**src/rtl/fp_decimator.sv**
```systemverilog
// fp_decimator: keeps one IEEE-754 sample in every DECIM valid inputs (at index
// PHASE) and buffers retained samples in a first-word-fall-through FIFO with a
// valid/ready output. The input has no backpressure: a retained sample that
// finds the FIFO full (with no pop in the same cycle) is dropped and sets the
// sticky overflow flag.
//
// Optional build macro: FP_DECIM_NAN_FLUSH_EN
//   When defined, retained NaNs are pushed as +0.0 and the sticky nan_seen
//   output is present. When undefined, payloads pass bit-exact and nan_seen
//   does not exist.
//
// Ports:
//   clk         clock, rising edge
//   rst         synchronous, active-high reset
//   valid_in    data_in carries a sample this cycle
//   data_in     32-bit IEEE-754 single sample
//   valid_out   FIFO head available on data_out (registered)
//   data_out    FIFO head sample (registered; holds last value when empty)
//   ready_out   consumer accepts data_out this cycle
//   overflow    sticky; a retained sample was dropped
//   fifo_level  current FIFO occupancy, 0..FIFO_DEPTH
//   nan_seen    sticky; a retained NaN was flushed (macro builds only)
module fp_decimator #(
  parameter int unsigned DECIM      = 4,
  parameter int unsigned PHASE      = 0,
  parameter int unsigned FIFO_DEPTH = 8
) (
  input  logic                          clk,
  input  logic                          rst,
  input  logic                          valid_in,
  input  logic [31:0]                   data_in,
  output logic                          valid_out,
  output logic [31:0]                   data_out,
  input  logic                          ready_out,
  output logic                          overflow,
  output logic [$clog2(FIFO_DEPTH):0]   fifo_level
`ifdef FP_DECIM_NAN_FLUSH_EN
  ,
  output logic                          nan_seen
`endif
);

  localparam int unsigned AW = $clog2(FIFO_DEPTH);
  localparam int unsigned PW = AW + 1;
  localparam int unsigned CW = (DECIM > 1) ? $clog2(DECIM) : 1;

  logic [CW-1:0] phase_cnt;
  logic [PW-1:0] wr_ptr;
  logic [PW-1:0] rd_ptr;
  logic [31:0]   mem [FIFO_DEPTH];

  logic          keep_c;
  logic          full_c;
  logic          pop_c;
  logic          push_c;
  logic          is_nan_c;
  logic [31:0]   push_data_c;
  logic [PW-1:0] wr_ptr_nxt_c;
  logic [PW-1:0] rd_ptr_nxt_c;
  logic [PW-1:0] level_nxt_c;
  logic [31:0]   head_nxt_c;

  // Keep/push/pop decisions and the next FIFO head for the registered output.
  always_comb begin
    keep_c      = valid_in && (phase_cnt == CW'(PHASE));
    full_c      = (wr_ptr[AW] != rd_ptr[AW]) &&
                  (wr_ptr[AW-1:0] == rd_ptr[AW-1:0]);
    pop_c       = valid_out && ready_out;
    // A full FIFO still accepts a sample when a pop frees a slot this cycle.
    push_c      = keep_c && (!full_c || pop_c);
    is_nan_c    = (data_in[30:23] == 8'hFF) && (data_in[22:0] != 23'h0);
    push_data_c = data_in;
`ifdef FP_DECIM_NAN_FLUSH_EN
    if (is_nan_c) begin
      push_data_c = 32'h0000_0000;
    end
`endif
    wr_ptr_nxt_c = push_c ? (wr_ptr + PW'(1)) : wr_ptr;
    rd_ptr_nxt_c = pop_c  ? (rd_ptr + PW'(1)) : rd_ptr;
    level_nxt_c  = wr_ptr_nxt_c - rd_ptr_nxt_c;
    // Bypass when the pushed sample becomes the head: it is not in mem yet.
    if (push_c && (rd_ptr_nxt_c == wr_ptr)) begin
      head_nxt_c = push_data_c;
    end else begin
      head_nxt_c = mem[rd_ptr_nxt_c[AW-1:0]];
    end
  end

  // Sample storage; no reset needed, pointers define validity.
  always_ff @(posedge clk) begin
    if (!rst && push_c) begin
      mem[wr_ptr[AW-1:0]] <= push_data_c;
    end
  end

  // Phase counter, pointers, registered outputs and sticky flags.
  always_ff @(posedge clk) begin
    if (rst) begin
      phase_cnt  <= '0;
      wr_ptr     <= '0;
      rd_ptr     <= '0;
      valid_out  <= 1'b0;
      data_out   <= 32'h0000_0000;
      overflow   <= 1'b0;
      fifo_level <= '0;
`ifdef FP_DECIM_NAN_FLUSH_EN
      nan_seen   <= 1'b0;
`endif
    end else begin
      if (valid_in) begin
        if (phase_cnt == CW'(DECIM - 1)) begin
          phase_cnt <= '0;
        end else begin
          phase_cnt <= phase_cnt + CW'(1);
        end
      end
      wr_ptr     <= wr_ptr_nxt_c;
      rd_ptr     <= rd_ptr_nxt_c;
      fifo_level <= level_nxt_c;
      valid_out  <= (level_nxt_c != '0);
      if (level_nxt_c != '0) begin
        data_out <= head_nxt_c;
      end
      if (keep_c && !push_c) begin
        overflow <= 1'b1;
      end
`ifdef FP_DECIM_NAN_FLUSH_EN
      if (keep_c && is_nan_c) begin
        nan_seen <= 1'b1;
      end
`endif
    end
  end

endmodule

```
**config.mk**
```make
export PLATFORM = sky130hd
export DESIGN_NAME = fp_decimator
export DESIGN_NICKNAME = d
export VERILOG_FILES = /design/src/rtl/fp_decimator.sv
export SDC_FILE = /design/constraint.sdc
export NUM_CORES = 1
export LEC_CHECK = 0
export CAP_MARGIN = 30
export CORE_ASPECT_RATIO = 0.9
export CORE_MARGIN = 2
export CORE_UTILIZATION = 60
export DETAILED_ROUTE_END_ITERATION = 6
export PLACE_DENSITY = 0.8
export SYNTH_ARGS = -nofsm -noshare
export SYNTH_HDL_FRONTEND = slang
export SYNTH_SLANG_ARGS = --single-unit
```
**constraint.sdc**
```tcl
create_clock -name clk -period 13.2 [get_ports clk]
set_input_delay 1.98 -clock clk [delete_from_list [all_inputs] [get_ports clk]]
set_output_delay 1.98 -clock clk [all_outputs]
set_load 0.05 [all_outputs]
```
; ---- Word level (Yosys, flattened, before mapping)
; Memory sizes are Yosys's and may differ from the RTL's.
; Index checks and enable logic that the tools add are counted.
[totals]
ff_bits = 48
mem_bits_rw = 256
out_inout_bits = 38
word_cells = 35
n_memories = 1
[classes]
add_sub_neg = 4
n_eq_ne = 4
n_mux = 6
reduce_logical = 13
[mem_list]
columns = name, words, width, read_ports, rd_ports_with_merged_regs, write_ports, line
row1 = mem, 8, 32, 1, 0, 1, 50  ; logic [31:0] mem [FIFO_DEPTH];
[ops]
columns = cell, count
row1 = $mux 32, 1
row2 = $add 4x1->4 const B, 2
row3 = $mux 4, 2
row4 = $logic_and 1x1->1, 7
row5 = $eq 4x4->1, 1
row6 = $reduce_bool 4->1, 1
row7 = $sub 4x4->4, 1
row8 = $eq 3x3->1, 1
row9 = $logic_not 1->1, 3
row10 = $add 2x1->2 const B, 1
row11 = $eq 2x2->1 const B, 1
row12 = $logic_not 2->1, 1
row13 = $mux 1, 2
row14 = $mux 2, 1
row15 = $logic_or 1x1->1, 1
row16 = $ne 1x1->1, 1

; ---- Depth between registers and ports, before layout
[depth]
depth_word = 8
mapped_depth = 15
mapped_depth_nobuf = 13

; ---- Worst setup path before layout
; No wires, ideal clock.
[synth_timing]
path_kind = input to register
start = input port ready_out
end = memory mem[0][0] (enable)
setup_time_ns = 0.461
t_arrival_ns = 5.049
t_required_ns = 12.739
slack_ns = 7.690
stages = 4
cell_sequence = nand2_1 > and3_1 > or4_1 > nor3_1
[synth_via]
elab_chain_cells = 6
[synth_lines]
columns = element, line
row1 = from (decl), 34  ; input logic ready_out,
row2 = $logic_and 1x1->1, 68  ; pop_c = valid_out && ready_out;
row3 = $logic_or 1x1->1, 70  ; push_c = keep_c && (!full_c || pop_c);
row4 = $logic_and 1x1->1, 70
row5 = $logic_and 1x1->1, 91  ; if (!rst && push_c) begin
row6 = $mux 1, 91
row7 = $mux 1 (not written as such), 92  ; mem[wr_ptr[AW-1:0]] <= push_data_c;
row8 = to (decl), 50
; Every way passes these cells.

; ---- Worst setup path after layout
[layout_timing]
start = input port ready_out
end = register data_out[5]
[layout_via]
elab_chain_cells = 6
word_cells_on_any_way = 11
cone_classes = add/sub: 1 / eq/ne: 1 / mux: 3 / reduce/logical: 5 / memory: 1
[layout_lines]
columns = element, line
row1 = $logic_and 1x1->1 (*), 68
row2 = $logic_or 1x1->1, 70
row3 = $logic_and 1x1->1, 70
row4 = $mux 4, 78  ; wr_ptr_nxt_c = push_c ? (wr_ptr + PW'(1)) : wr_ptr;
row5 = $sub 4x4->4, 80  ; level_nxt_c = wr_ptr_nxt_c - rd_ptr_nxt_c;
row6 = $reduce_bool 4->1, 121  ; if (level_nxt_c != '0) begin
row7 = to (signal assigned), 122  ; data_out <= head_nxt_c;
row8 = to (decl), 33  ; output logic [31:0] data_out,
; Every way passes the cells marked *; elsewhere a longest branch is shown, timed or not.
; A chain may end at the register's enable or synchronous reset.

==> summary.md <==
| Metric | Value |
|---|---|
| Hold path depth | `1` |
| Pin slew with the least headroom to its limit | `0.976 ns` |
| Syn Area/Cell | `12.4 um2` |
| Asr flop ratio synth | `0` |
| Post-synth top area share | `0.641` |
| Hold buffer count at CTS | `0` |
| Post-synth top flop | `edfxtp_1` |
| Max-slew violation total from the final report | `0` |
| Reg2Reg Depth | `13` |
| Number of global-route vias before repair | `7664` |
| R2R setup slack | `8.93 ns` |
| Clock transition at path regs | `0.07 ns` |
| Internal power | `1.91 mW` |
| Most frequent cells in the layout | `edfxtp_1, nand2_1, nor2_1, nand3_1, clkdlybuf4s50_1` |
| Hold endpoint | `data_out[10]` |
| Worst-skew pair later-pin latency | `0.54 ns` |
| Cell taking the most area after synthesis | `edfxtp_1` |
| Die Ht | `~140 um` |
| Drt first pass iters | `5` |
| CP startpoint kind | `primary input` |
| Core ar. | `19800 um2` |
| PD cells | `between 200 and 250 nW/um2` |
| Post-DRT Antenna Nets | `0` |
| Via count of the routed design | `7870` |
| Vias per cell | `6.00` |
| Die X | `roughly 150 um` |
| Fill cells | `~1300` |
| Fraction of layout cells with a size suffix above 1 | `0.0824` |
| DRT iter0 DRCs | `743` |
| Hold Crit Start | `data_out[10]` |
| Worst EP required | `13.62 ns` |
| Worst hold path class | `reg2reg` |
| CP max FO | `42` |
| Clk root buf | `clkbuf_16` |
| GP Congestion | `0.793` |
| CTS buffer count | `29` |
| Max Root-Sink Buffers | `3` |
| Outcome | `completed` |
| Total Routed Length | `roughly 27000 um` |
| FMAX | `173 MHz` |
| CP max stage cell | `clkinv_2` |
| Synth warnings | `0` |
| Post-Synthesis Cells | `970` |
| CP Class | `in2reg` |
| Worst r2r src | `valid_out` |
| CTS Sinks | `304` |
| Peak supply drop | `0.000138 V` |
| Max incr delay on CP | `~0.53 ns` |
| Area grow syn2layout | `17.8%` |
| Yosys cell types | `46` |
| Post-Syn Area | `roughly 12000 um2` |
| Die area | `21100 um2` |
| IO Pins | `74` |
| Leakage Power | `roughly 5 nW` |
| Crit end category | `flip-flop` |
| Resized Gates After CTS | `0` |
| Comb pwr share | `0.306` |
| Global-route wire length before repair | `41700 um` |
| Routed len/inst | `20.6 um` |
| Clk_skew | `roughly 0.017 ns` |
| Crit path time final | `5.79 ns` |
| Post-synth EDFFs | `around 260` |
| R2r endpoint | `data_out[5]` |
| TritonCTS clock tree | `built` |
| # DRC | `0` |
| Reg power frac | `0.394` |
| Antenna violations before repair | `0` |
| MaxCap Viol Count | `0` |
| Net Sw Frac | `0.338` |
| Worst-path cell chain | `clkdlybuf4s50_1 > and2_1 > xnor2_2 > buf_4 > clkinv_2 > ha_1 > inv_2 > a21o_1 > a21oi_1 > xnor2_1 > xor2_1 > a41oi_4 > buf_16 > a22o_1` |
| GRT Total Usage | `0.252` |
| Final number of hold-violating endpoints | `0` |
| Synthesized net count | `between 1000 and 1500` |
| Quantity of I/O buffers inserted on ports | `73` |
| RSZ-0062 raised after global routing | `no` |
| Slew HR | `0.349` |
| Fin nets | `1078` |
| Period utilization | `0.439` |
| Post-synthesis sequential area ratio | `0.722` |
| WP data arrival | `6.21 ns` |
| Total power | `around 2.9 mW` |
| HPWL Detailed | `13900 um` |
| CTS HTree Levels | `1` |
| Largest net degree at the start of global routing | `99` |
| Final TNS setup | `0 ns` |
| Ant diodes | `0` |
| Initial core utilization | `0.605` |
| Total grt overflow | `0` |
| Most common cell after layout, fill and taps aside | `edfxtp_1` |
| Crit path from | `ready_out` |
| Clk pwr share | `0.300` |
| Switch Pwr | `~1000 uW` |
| Post-CTS Setup Inserts | `0` |
| Row count | `49` |
| Final setup viols | `0` |
| Flops & latches, synth | `304` |
| Top cells by area, synth | `edfxtp_1, dfxtp_1, nand2_1, nand3_1, nor2_1` |
-- cell usage after synthesis (all sizes together) (2+ instances only) --
| cell | instances |
|---|---|
| ha | 7 |
| nand2b | 3 |
| clkbuf | 35 |
| inv | 7 |
| o21ai | 33 |
| xnor2 | 9 |
| xor2 | 6 |
| a21oi | 3 |
| dfxtp | 48 |
| a222oi | 2 |
| nor3b | 2 |
| nor2b | 2 |
| nor2 | 117 |
| nand2 | 224 |
| o22ai | 2 |
| a31oi | 2 |
| o2111ai | 31 |
| buf | 24 |
| nand3 | 98 |
| edfxtp | 256 |
| a22o | 32 |
| mux2i | 5 |
| nor3 | 3 |
-- critical path: cells and delay by family --
kind            cells  cell delay [ns]
compound gates      4             0.77
simple gates        1             0.43
fa+ha+maj           1             0.38
xor+xnor            3             0.75
buf+inv             5             1.83
-- flip-flops by register name, indices dropped and copies added, names as in the netlist --
signal / count
overflow: 1
data_out: 32
phase_cnt: 2
fifo_level: 4
rd_ptr: 4
valid_out: 1
wr_ptr: 4
mem: 256
-- per-stage QoR --
stage / instances / hold WS (ns) / utilization / area [um2] / worst slack, ns
2_1_floorplan: 970 / 0.487 / - / 12000 / 7.69
3_3_place_gp: 1256 / 0.464 / 0.659 / 13000 / 7.01
3_5_place_dp: 1257 / 0.467 / 0.660 / 13100 / 6.96
4_1_cts: 1310 / 0.483 / 0.712 / 14100 / 7.50
5_1_grt: 1311 / 0.516 / 0.713 / 14100 / 7.23
6_report: 1311 / 0.479 / 0.713 / 14100 / 7.41
-- power groups by stage --
| stage | clock network (mW) | logic [mW] | registers, mW |
|---|---|---|---|
| 2_1_floorplan | 0 | 0.468 | 1.28 |
| 4_1_cts | 0.876 | 0.872 | 1.14 |
| 3_3_place_gp | 0 | 0.827 | 1.15 |
| 3_5_place_dp | 0 | 0.865 | 1.15 |
| 5_1_grt | 0.913 | 0.956 | 1.14 |
| 6_report | 0.866 | 0.885 | 1.14 |
-- cell families (layout without fill, tap and decap cells) --
kind of cell             after synthesis  in the layout  synth area share
flip-flops                           304            304             0.722
AND/OR/NAND/NOR                      457            457             0.158
XOR/XNOR                              16             16            0.0129
adder cells (fa/ha/maj)                8              8           0.00898
buffers and inverters                 66            152            0.0219
multiplexers                           6              6           0.00512
AO/OA/AOI/OAI                        113            113            0.0710
-- how the worst max path moves through the flow --
stage	to	cells past startpoint	slack (ns)
finish	data_out[5]	14	7.41
floorplan	mem[0][0]	4	7.69
global route	data_out[5]	14	7.23
global placement	data_out[20]	13	7.01
detailed placement	data_out[30]	14	6.96
CTS	data_out[5]	14	7.50
-- final cells by class --
class | count | area (um2) | share of cell area
repair buffers | 92 | 913 | 0.0647
flip-flops and latches | 304 | 8650 | 0.612
clock buffers | 41 | 873 | 0.0619
well taps | 255 | 319 | 0.0226
multi-input cells | 600 | 3190 | 0.226
inverters | 7 | 27.5 | 0.00195
clock inverters | 12 | 146 | 0.0104
-- layer usage --
metal,part of all wire,GRT usage,up-vias
met5,0,0,-
met4,0.024,0.0775,0
met3,0.082,0.0361,63
met2,0.49,0.419,388
met1,0.40,0.352,3783
li1,-,-,3636
Note: power is estimated with default switching activity, not from simulation.
